<file path="src/rtl/axil_wr_arbiter.sv">
// AXI-Lite write-path arbiter: N masters share one downstream write port.
// Round-robin grant on AW, held for the whole AW->W->B sequence. The granted
// address is presented to an external decoder; mapped writes are forwarded
// with the decoded slave id on m_sel, unmapped writes are answered locally
// with DECERR and counted.
module axil_wr_arbiter #(
  parameter int N          = 2,
  parameter int M          = 4,
  parameter int ADDR_WIDTH = 32,
  parameter int DATA_WIDTH = 32,
  parameter int SLAVE_ID_W = (M > 1) ? $clog2(M) : 1,
  parameter int GNT_W      = $clog2(N)
) (
  input  logic                         clk,
  input  logic                         rst,
  input  logic [N*ADDR_WIDTH-1:0]      s_awaddr,
  input  logic [N-1:0]                 s_awvalid,
  output logic [N-1:0]                 s_awready,
  input  logic [N*DATA_WIDTH-1:0]      s_wdata,
  input  logic [N*(DATA_WIDTH/8)-1:0]  s_wstrb,
  input  logic [N-1:0]                 s_wvalid,
  output logic [N-1:0]                 s_wready,
  output logic [1:0]                   s_bresp,
  output logic [N-1:0]                 s_bvalid,
  input  logic [N-1:0]                 s_bready,
  output logic [ADDR_WIDTH-1:0]        m_awaddr,
  output logic                         m_awvalid,
  input  logic                         m_awready,
  output logic [DATA_WIDTH-1:0]        m_wdata,
  output logic [DATA_WIDTH/8-1:0]      m_wstrb,
  output logic                         m_wvalid,
  input  logic                         m_wready,
  input  logic [1:0]                   m_bresp,
  input  logic                         m_bvalid,
  output logic                         m_bready,
  output logic [SLAVE_ID_W-1:0]        m_sel,
  output logic [ADDR_WIDTH-1:0]        dec_addr,
  input  logic [SLAVE_ID_W-1:0]        dec_slave_id,
  input  logic                         dec_decerr,
  output logic [GNT_W-1:0]             gnt_o,
  output logic                         busy,
  output logic [15:0]                  decerr_cnt
);

  localparam int STRB_W = DATA_WIDTH / 8;

  typedef enum logic [2:0] {
    S_IDLE,
    S_DECODE,
    S_AW,
    S_W,
    S_B,
    S_ERR_W,
    S_ERR_B
  } state_t;

  state_t                  state;
  logic [GNT_W-1:0]        rr_ptr;
  logic [GNT_W-1:0]        gnt;
  logic [GNT_W-1:0]        gnt_next;
  logic [ADDR_WIDTH-1:0]   awaddr_q;
  logic                    err_q;
  logic [GNT_W-1:0]        cand [N];
  logic [GNT_W-1:0]        pick;
  logic                    pick_found;

  // Candidate master indices in round-robin priority order, starting at rr_ptr
  always_comb begin
    for (int k = 0; k < N; k++) begin
      cand[k] = GNT_W'((int'(rr_ptr) + k) % N);
    end
  end

  // First requesting master in priority order wins
  always_comb begin
    pick_found = 1'b0;
    pick       = rr_ptr;
    for (int k = 0; k < N; k++) begin
      if (!pick_found && s_awvalid[cand[k]]) begin
        pick_found = 1'b1;
        pick       = cand[k];
      end
    end
  end

  // Pointer advances past the master that just completed, wrapping N-1 -> 0
  always_comb begin
    gnt_next = (gnt == GNT_W'(N - 1)) ? '0 : gnt + 1'b1;
  end

  // Per-state handshake steering; everything is held low while in reset
  always_comb begin
    s_awready = '0;
    s_wready  = '0;
    s_bvalid  = '0;
    s_bresp   = 2'b00;
    m_awvalid = 1'b0;
    m_wvalid  = 1'b0;
    m_bready  = 1'b0;
    if (!rst) begin
      case (state)
        S_IDLE: begin
          if (pick_found) s_awready[pick] = 1'b1;
        end
        S_AW: begin
          m_awvalid = 1'b1;
        end
        S_W: begin
          m_wvalid       = s_wvalid[gnt];
          s_wready[gnt]  = m_wready;
        end
        S_B: begin
          s_bvalid[gnt] = m_bvalid;
          m_bready      = s_bready[gnt];
          s_bresp       = m_bresp;
        end
        S_ERR_W: begin
          s_wready[gnt] = 1'b1;
        end
        S_ERR_B: begin
          s_bvalid[gnt] = 1'b1;
          s_bresp       = 2'b11;
        end
        default: ;
      endcase
    end
  end

  // Write data path follows the held grant
  always_comb begin
    m_wdata = s_wdata[int'(gnt)*DATA_WIDTH +: DATA_WIDTH];
    m_wstrb = s_wstrb[int'(gnt)*STRB_W +: STRB_W];
  end

  assign m_awaddr = awaddr_q;
  assign dec_addr = awaddr_q;
  assign gnt_o    = gnt;
  assign busy     = (state != S_IDLE);

  // Transaction sequencer: arbitrate, decode, then forward or complete locally
  always_ff @(posedge clk) begin
    if (rst) begin
      state      <= S_IDLE;
      rr_ptr     <= '0;
      gnt        <= '0;
      awaddr_q   <= '0;
      m_sel      <= '0;
      err_q      <= 1'b0;
      decerr_cnt <= 16'h0000;
    end else begin
      case (state)
        S_IDLE: begin
          if (pick_found) begin
            gnt      <= pick;
            awaddr_q <= s_awaddr[int'(pick)*ADDR_WIDTH +: ADDR_WIDTH];
            state    <= S_DECODE;
          end
        end
        S_DECODE: begin
          m_sel <= dec_slave_id;
          err_q <= dec_decerr;
          state <= dec_decerr ? S_ERR_W : S_AW;
        end
        S_AW: begin
          if (m_awready) state <= S_W;
        end
        S_W: begin
          if (s_wvalid[gnt] && m_wready) state <= S_B;
        end
        S_B: begin
          if (m_bvalid && s_bready[gnt]) begin
            rr_ptr <= gnt_next;
            state  <= S_IDLE;
          end
        end
        S_ERR_W: begin
          // Write data of an unmapped access is accepted and discarded
          if (s_wvalid[gnt]) state <= S_ERR_B;
        end
        S_ERR_B: begin
          if (s_bready[gnt]) begin
            if (err_q && (decerr_cnt != 16'hFFFF)) decerr_cnt <= decerr_cnt + 16'h0001;
            rr_ptr <= gnt_next;
            state  <= S_IDLE;
          end
        end
        default: state <= S_IDLE;
      endcase
    end
  end

endmodule

</file>
<file path="config.mk">
export PLATFORM = sky130hd
export DESIGN_NAME = axil_wr_arbiter
export DESIGN_NICKNAME = d
export VERILOG_FILES = /design/src/rtl/axil_wr_arbiter.sv
export SDC_FILE = /design/constraint.sdc
export NUM_CORES = 1
export LEC_CHECK = 0
export CAP_MARGIN = 30
export CORE_MARGIN = 10
export CORE_UTILIZATION = 36
export DETAILED_ROUTE_END_ITERATION = 10
export MAX_ROUTING_LAYER = met4
export PLACE_DENSITY = 0.88
export SLEW_MARGIN = 20
export SYNTH_ARGS = -nofsm -noshare
export SYNTH_HDL_FRONTEND = slang
export SYNTH_SLANG_ARGS = --single-unit
</file>
<file path="constraint.sdc">
create_clock -name clk -period 4.4 [get_ports clk]
set_input_delay 0.44 -clock clk [delete_from_list [all_inputs] [get_ports clk]]
set_output_delay 0.44 -clock clk [all_outputs]
set_load 0.03 [all_outputs]
</file>
==> impl_metrics.py <==
metrics = {
    "global_route": {
        "grt.total_usage_pct": 22.2,
        "maximum_number_of_pins_on_one_net_before_global_route_repair": 49,
        "grt_overflow_total": 0,
        "grt_pass1_vias": 4139,
        "antenna_found_initial": 0,
        "grt_pass1_wl_um": 23900,
    },
    "yosys": {
        "yosysUniqueCellTypes": 59,
        "netlist_top_cells_count": "sky130_fd_sc_hd__nand2_1 (58), sky130_fd_sc_hd__dfxtp_1 (56), sky130_fd_sc_hd__mux2_2 (44), sky130_fd_sc_hd__buf_4 (32), sky130_fd_sc_hd__nor2_1 (26)",
        "yosysWarnings": 0,
        "postSynth.asyncResetShare_pct": 0,
        "synth_top_cell_area_share_pct": 32.8,
        "synth_top_flop_cell": "sky130_fd_sc_hd__dfxtp_1",
        "postSynthAreaPerCell_um2": 8.69,
        "synth_top_cell_by_area": "sky130_fd_sc_hd__dfxtp_1",
        "synth.net_count": 546,
        "syn-instance-count": 393,
        "synth_enable_flop_cells": 0,
        "synth.cell_area_mm2": 0.00341,
        "yosys-top-cells-area": "sky130_fd_sc_hd__dfxtp_1 (33%), sky130_fd_sc_hd__mux2_2 (15%), sky130_fd_sc_hd__buf_4 (7.0%)",
        "postSynthRegisterBits": 56,
        "yosysMostFrequentCell": "sky130_fd_sc_hd__nand2_1",
        "yosysSeqAreaShare_pct": 32.8,
    },
    "setup_path": {
        "reg2reg_slack_ns": 2.43,
        "end_kind": "output pin",
        "r2r.worst_path.cells": 4,
        "startpoint_type": "register",
        "critPathRequiredTime_ns": 3.96,
        "worst_r2r_endpoint": "state[1]",
        "timing.critical_path.fanout_max": 24,
        "timing_worst_setup_path_type": "reg -> out",
        "regToRegStartpoint": "gnt_o",
        "critical_path_arrival_ns": 2.59,
    },
    "clock_tree": {
        "postCtsSetupBuffers": 0,
        "clock_insertion_delay_worst_skew_ns": 0.31,
        "numCtsBuffers": 5,
        "ctsLongestPathBuffers": 2,
        "ctsHoldBuffers": 0,
        "cts_max_level": 2,
        "path_clk_slew_ns": 0.10,
        "tritoncts": "yes",
        "clock_sink_count": 56,
        "post_cts.resized_instances": 0,
        "cts-root-buf": "sky130_fd_sc_hd__clkbuf_8",
    },
    "pwr": {
        "power_density_relative_to_cell_area_mw_per_mm2": 446,
        "pwr-share-comb_pct": 61.2,
        "max-vdd-ir-drop_mv": 0.318,
        "power.clock.fraction_pct": 11.1,
        "netSwitchingFraction_pct": 46.0,
        "p_leak_nw": 2.29,
        "p_sw_mw": 1.26,
        "cellInternalPower_mw": 1.48,
        "power.share.sequential_pct": 27.7,
    },
    "sta": {
        "final.period_utilization_pct": 68.9,
        "maxClockFrequency_mhz": 330,
        "worst-slew-pin-transition_ns": 0.510,
        "relSlewSlack_pct": 65.8,
        "fin_crit_ns": 3.03,
        "hold_viol_final": 0,
        "grt_setup_unrepaired": "false",
        "setup_violations": 0,
        "count_of_final_max_slew_check_failures": 0,
        "clock-skew-final_ns": 0.0109,
        "finalSetupTns_ns": 0,
    },
    "detailed_routing": {
        "route.final.wire_length_um": 16000,
        "antenna_left": 0,
        "detailroute.via_count": 3911,
        "post_drt_via_cell_ratio": 5.16,
        "wl_per_cell_um": 21.2,
        "drt_drc_violations_left": 0,
        "violation_count_after_the_first_detailed_route_iteration": 255,
        "firstDrtPassIters": 5,
    },
    "outcome": {
        "outcome": "completed",
    },
    "min_path": {
        "worstHoldPathType": "reg -> reg",
        "worst_hold_path.num_cells": 2,
        "min_to": "decerr_cnt[1]",
        "hold_path.startpoint": "decerr_cnt[1]",
    },
    "place": {
        "dp.cells": 750,
        "portBuffers": 282,
        "dp.final_hpwl_um": 13400,
        "placement.cell_area_mm2": 0.00606,
        "gpl.final_weighted_congestion": 0.876,
    },
    "floorplanning": {
        "die_h_um": 117,
        "floorplan.core_area_mm2": 0.00924,
        "dieWidth_um": 117,
        "fp.dieArea_mm2": 0.0138,
        "fp_rows": 35,
        "initial_utilization_pct": 37.0,
        "ioPinCount": 283,
    },
    "flow_run": {
        "max_cap_violations": 0,
    },
    "cells_and_area": {
        "nets": 781,
        "layout-drive-gt1-share_pct": 11.6,
        "syn_to_final_growth_pct": 80.2,
        "final_cell_count_no_fill": 758,
        "final_util_pct": 66.6,
        "n_antenna_cell": 0,
        "stdcell_area_mm2": 0.00615,
    },
}
-- cells in the final DEF, fill, tap and decap left out, types with 2 or more instances in the layout --
cell type                         instances
sky130_fd_sc_hd__nor3_1                   7
sky130_fd_sc_hd__nand2_1                 58
sky130_fd_sc_hd__or4_1                    5
sky130_fd_sc_hd__buf_4                    5
sky130_fd_sc_hd__nor2b_1                  9
sky130_fd_sc_hd__mux2i_1                  6
sky130_fd_sc_hd__and2_1                   3
sky130_fd_sc_hd__nand2b_1                 2
sky130_fd_sc_hd__a21oi_1                 10
sky130_fd_sc_hd__a222oi_1                 9
sky130_fd_sc_hd__dfxtp_1                 55
sky130_fd_sc_hd__clkdlybuf4s50_1        281
sky130_fd_sc_hd__a22oi_1                 23
sky130_fd_sc_hd__nor4_1                   7
sky130_fd_sc_hd__clkbuf_8                 5
sky130_fd_sc_hd__mux2_2                  44
sky130_fd_sc_hd__nand4_1                  4
sky130_fd_sc_hd__a21boi_0                 2
sky130_fd_sc_hd__o31ai_1                  5
sky130_fd_sc_hd__nor2_1                  26
sky130_fd_sc_hd__and4_2                   2
sky130_fd_sc_hd__nand3_1                  6
sky130_fd_sc_hd__nor3b_1                  3
sky130_fd_sc_hd__and3_1                   4
sky130_fd_sc_hd__o21ai_0                  2
sky130_fd_sc_hd__and4_1                   5
sky130_fd_sc_hd__inv_1                    5
sky130_fd_sc_hd__o41ai_1                  2
sky130_fd_sc_hd__or2_2                    3
-- power groups by stage --
stage | Combinational [mW] | Sequential [mW] | Clock [mW]
after CTS | 1.69 | 0.760 | 0.315
after global placement | 1.66 | 0.763 | 0
after floorplan | 0.920 | 0.884 | 0
final | 1.68 | 0.761 | 0.304
after detailed placement | 1.68 | 0.767 | 0
after global routing | 1.76 | 0.781 | 0.336
-- registers in the layout, summed over array words and instances, names as in the netlist --
signal / cells
dec_addr: 32
decerr_cnt: 16
state: 3
m_sel: 2
err_q: 1
gnt_o: 1
rr_ptr: 1
-- routing by layer --
metal	GRT usage, %	part of all wire (%)
met1	21.6	37
met2	42.2	56
met3	6.71	6.6
met4	4.46	0.94
met5	-	0
-- final cells by class --
cell class	count	area [um^2]
clock buffer	5	68.8
clock inverter	3	27.5
fill	736	3090
inverter	5	18.8
multi-input combinational	273	1900
sequential	56	1120
tap	129	161
timing repair buffer	287	2860
-- worst max path at each step --
stage | to | cells after the start | slack [ns] | start
final | s_awready[1] | 4 | 1.37 | state[1]
after CTS | s_awready[1] | 4 | 1.36 | state[1]
after detailed placement | s_awready[1] | 4 | 1.71 | state[1]
after global routing | s_awready[1] | 4 | 1.25 | state[1]
after global placement | s_awready[1] | 4 | 1.77 | state[1]
after floorplan | m_bready | 4 | 2.22 | gnt_o
-- cell families (layout without fill, tap and decap cells) --
kind of cell / Yosys count / count (layout) / share of synthesized area [%]
and+or+nand+nor: 156 / 156 / 23.8
AOI/OAI and AO/OA: 64 / 64 / 14.4
buffers and inverters: 64 / 300 / 11.6
DFF: 56 / 56 / 32.8
muxes: 51 / 51 / 16.7
adders and majority gates: 1 / 1 / 0.366
xor gates and xnor gates: 1 / 1 / 0.257
-- critical path, stage by stage (launching register included) --
cell and delay (ns):
sky130_fd_sc_hd__dfxtp_1 0.48, sky130_fd_sc_hd__nor3_2 0.52, sky130_fd_sc_hd__and4_1 0.28, sky130_fd_sc_hd__buf_4 0.27, sky130_fd_sc_hd__clkdlybuf4s50_1 0.72
-- stage by stage --
| step | power (mW) | hold WS, ns | worst slack, ns |
|---|---|---|---|
| 2_1_floorplan | 1.80 | 0.491 | 2.22 |
| 5_1_grt | 2.88 | 0.546 | 1.25 |
| 3_3_place_gp | 2.42 | 0.480 | 1.77 |
| 4_1_cts | 2.77 | 0.511 | 1.36 |
| 6_report | 2.74 | 0.507 | 1.37 |
| 3_5_place_dp | 2.45 | 0.496 | 1.71 |
Power figures use the tool's default switching activity.
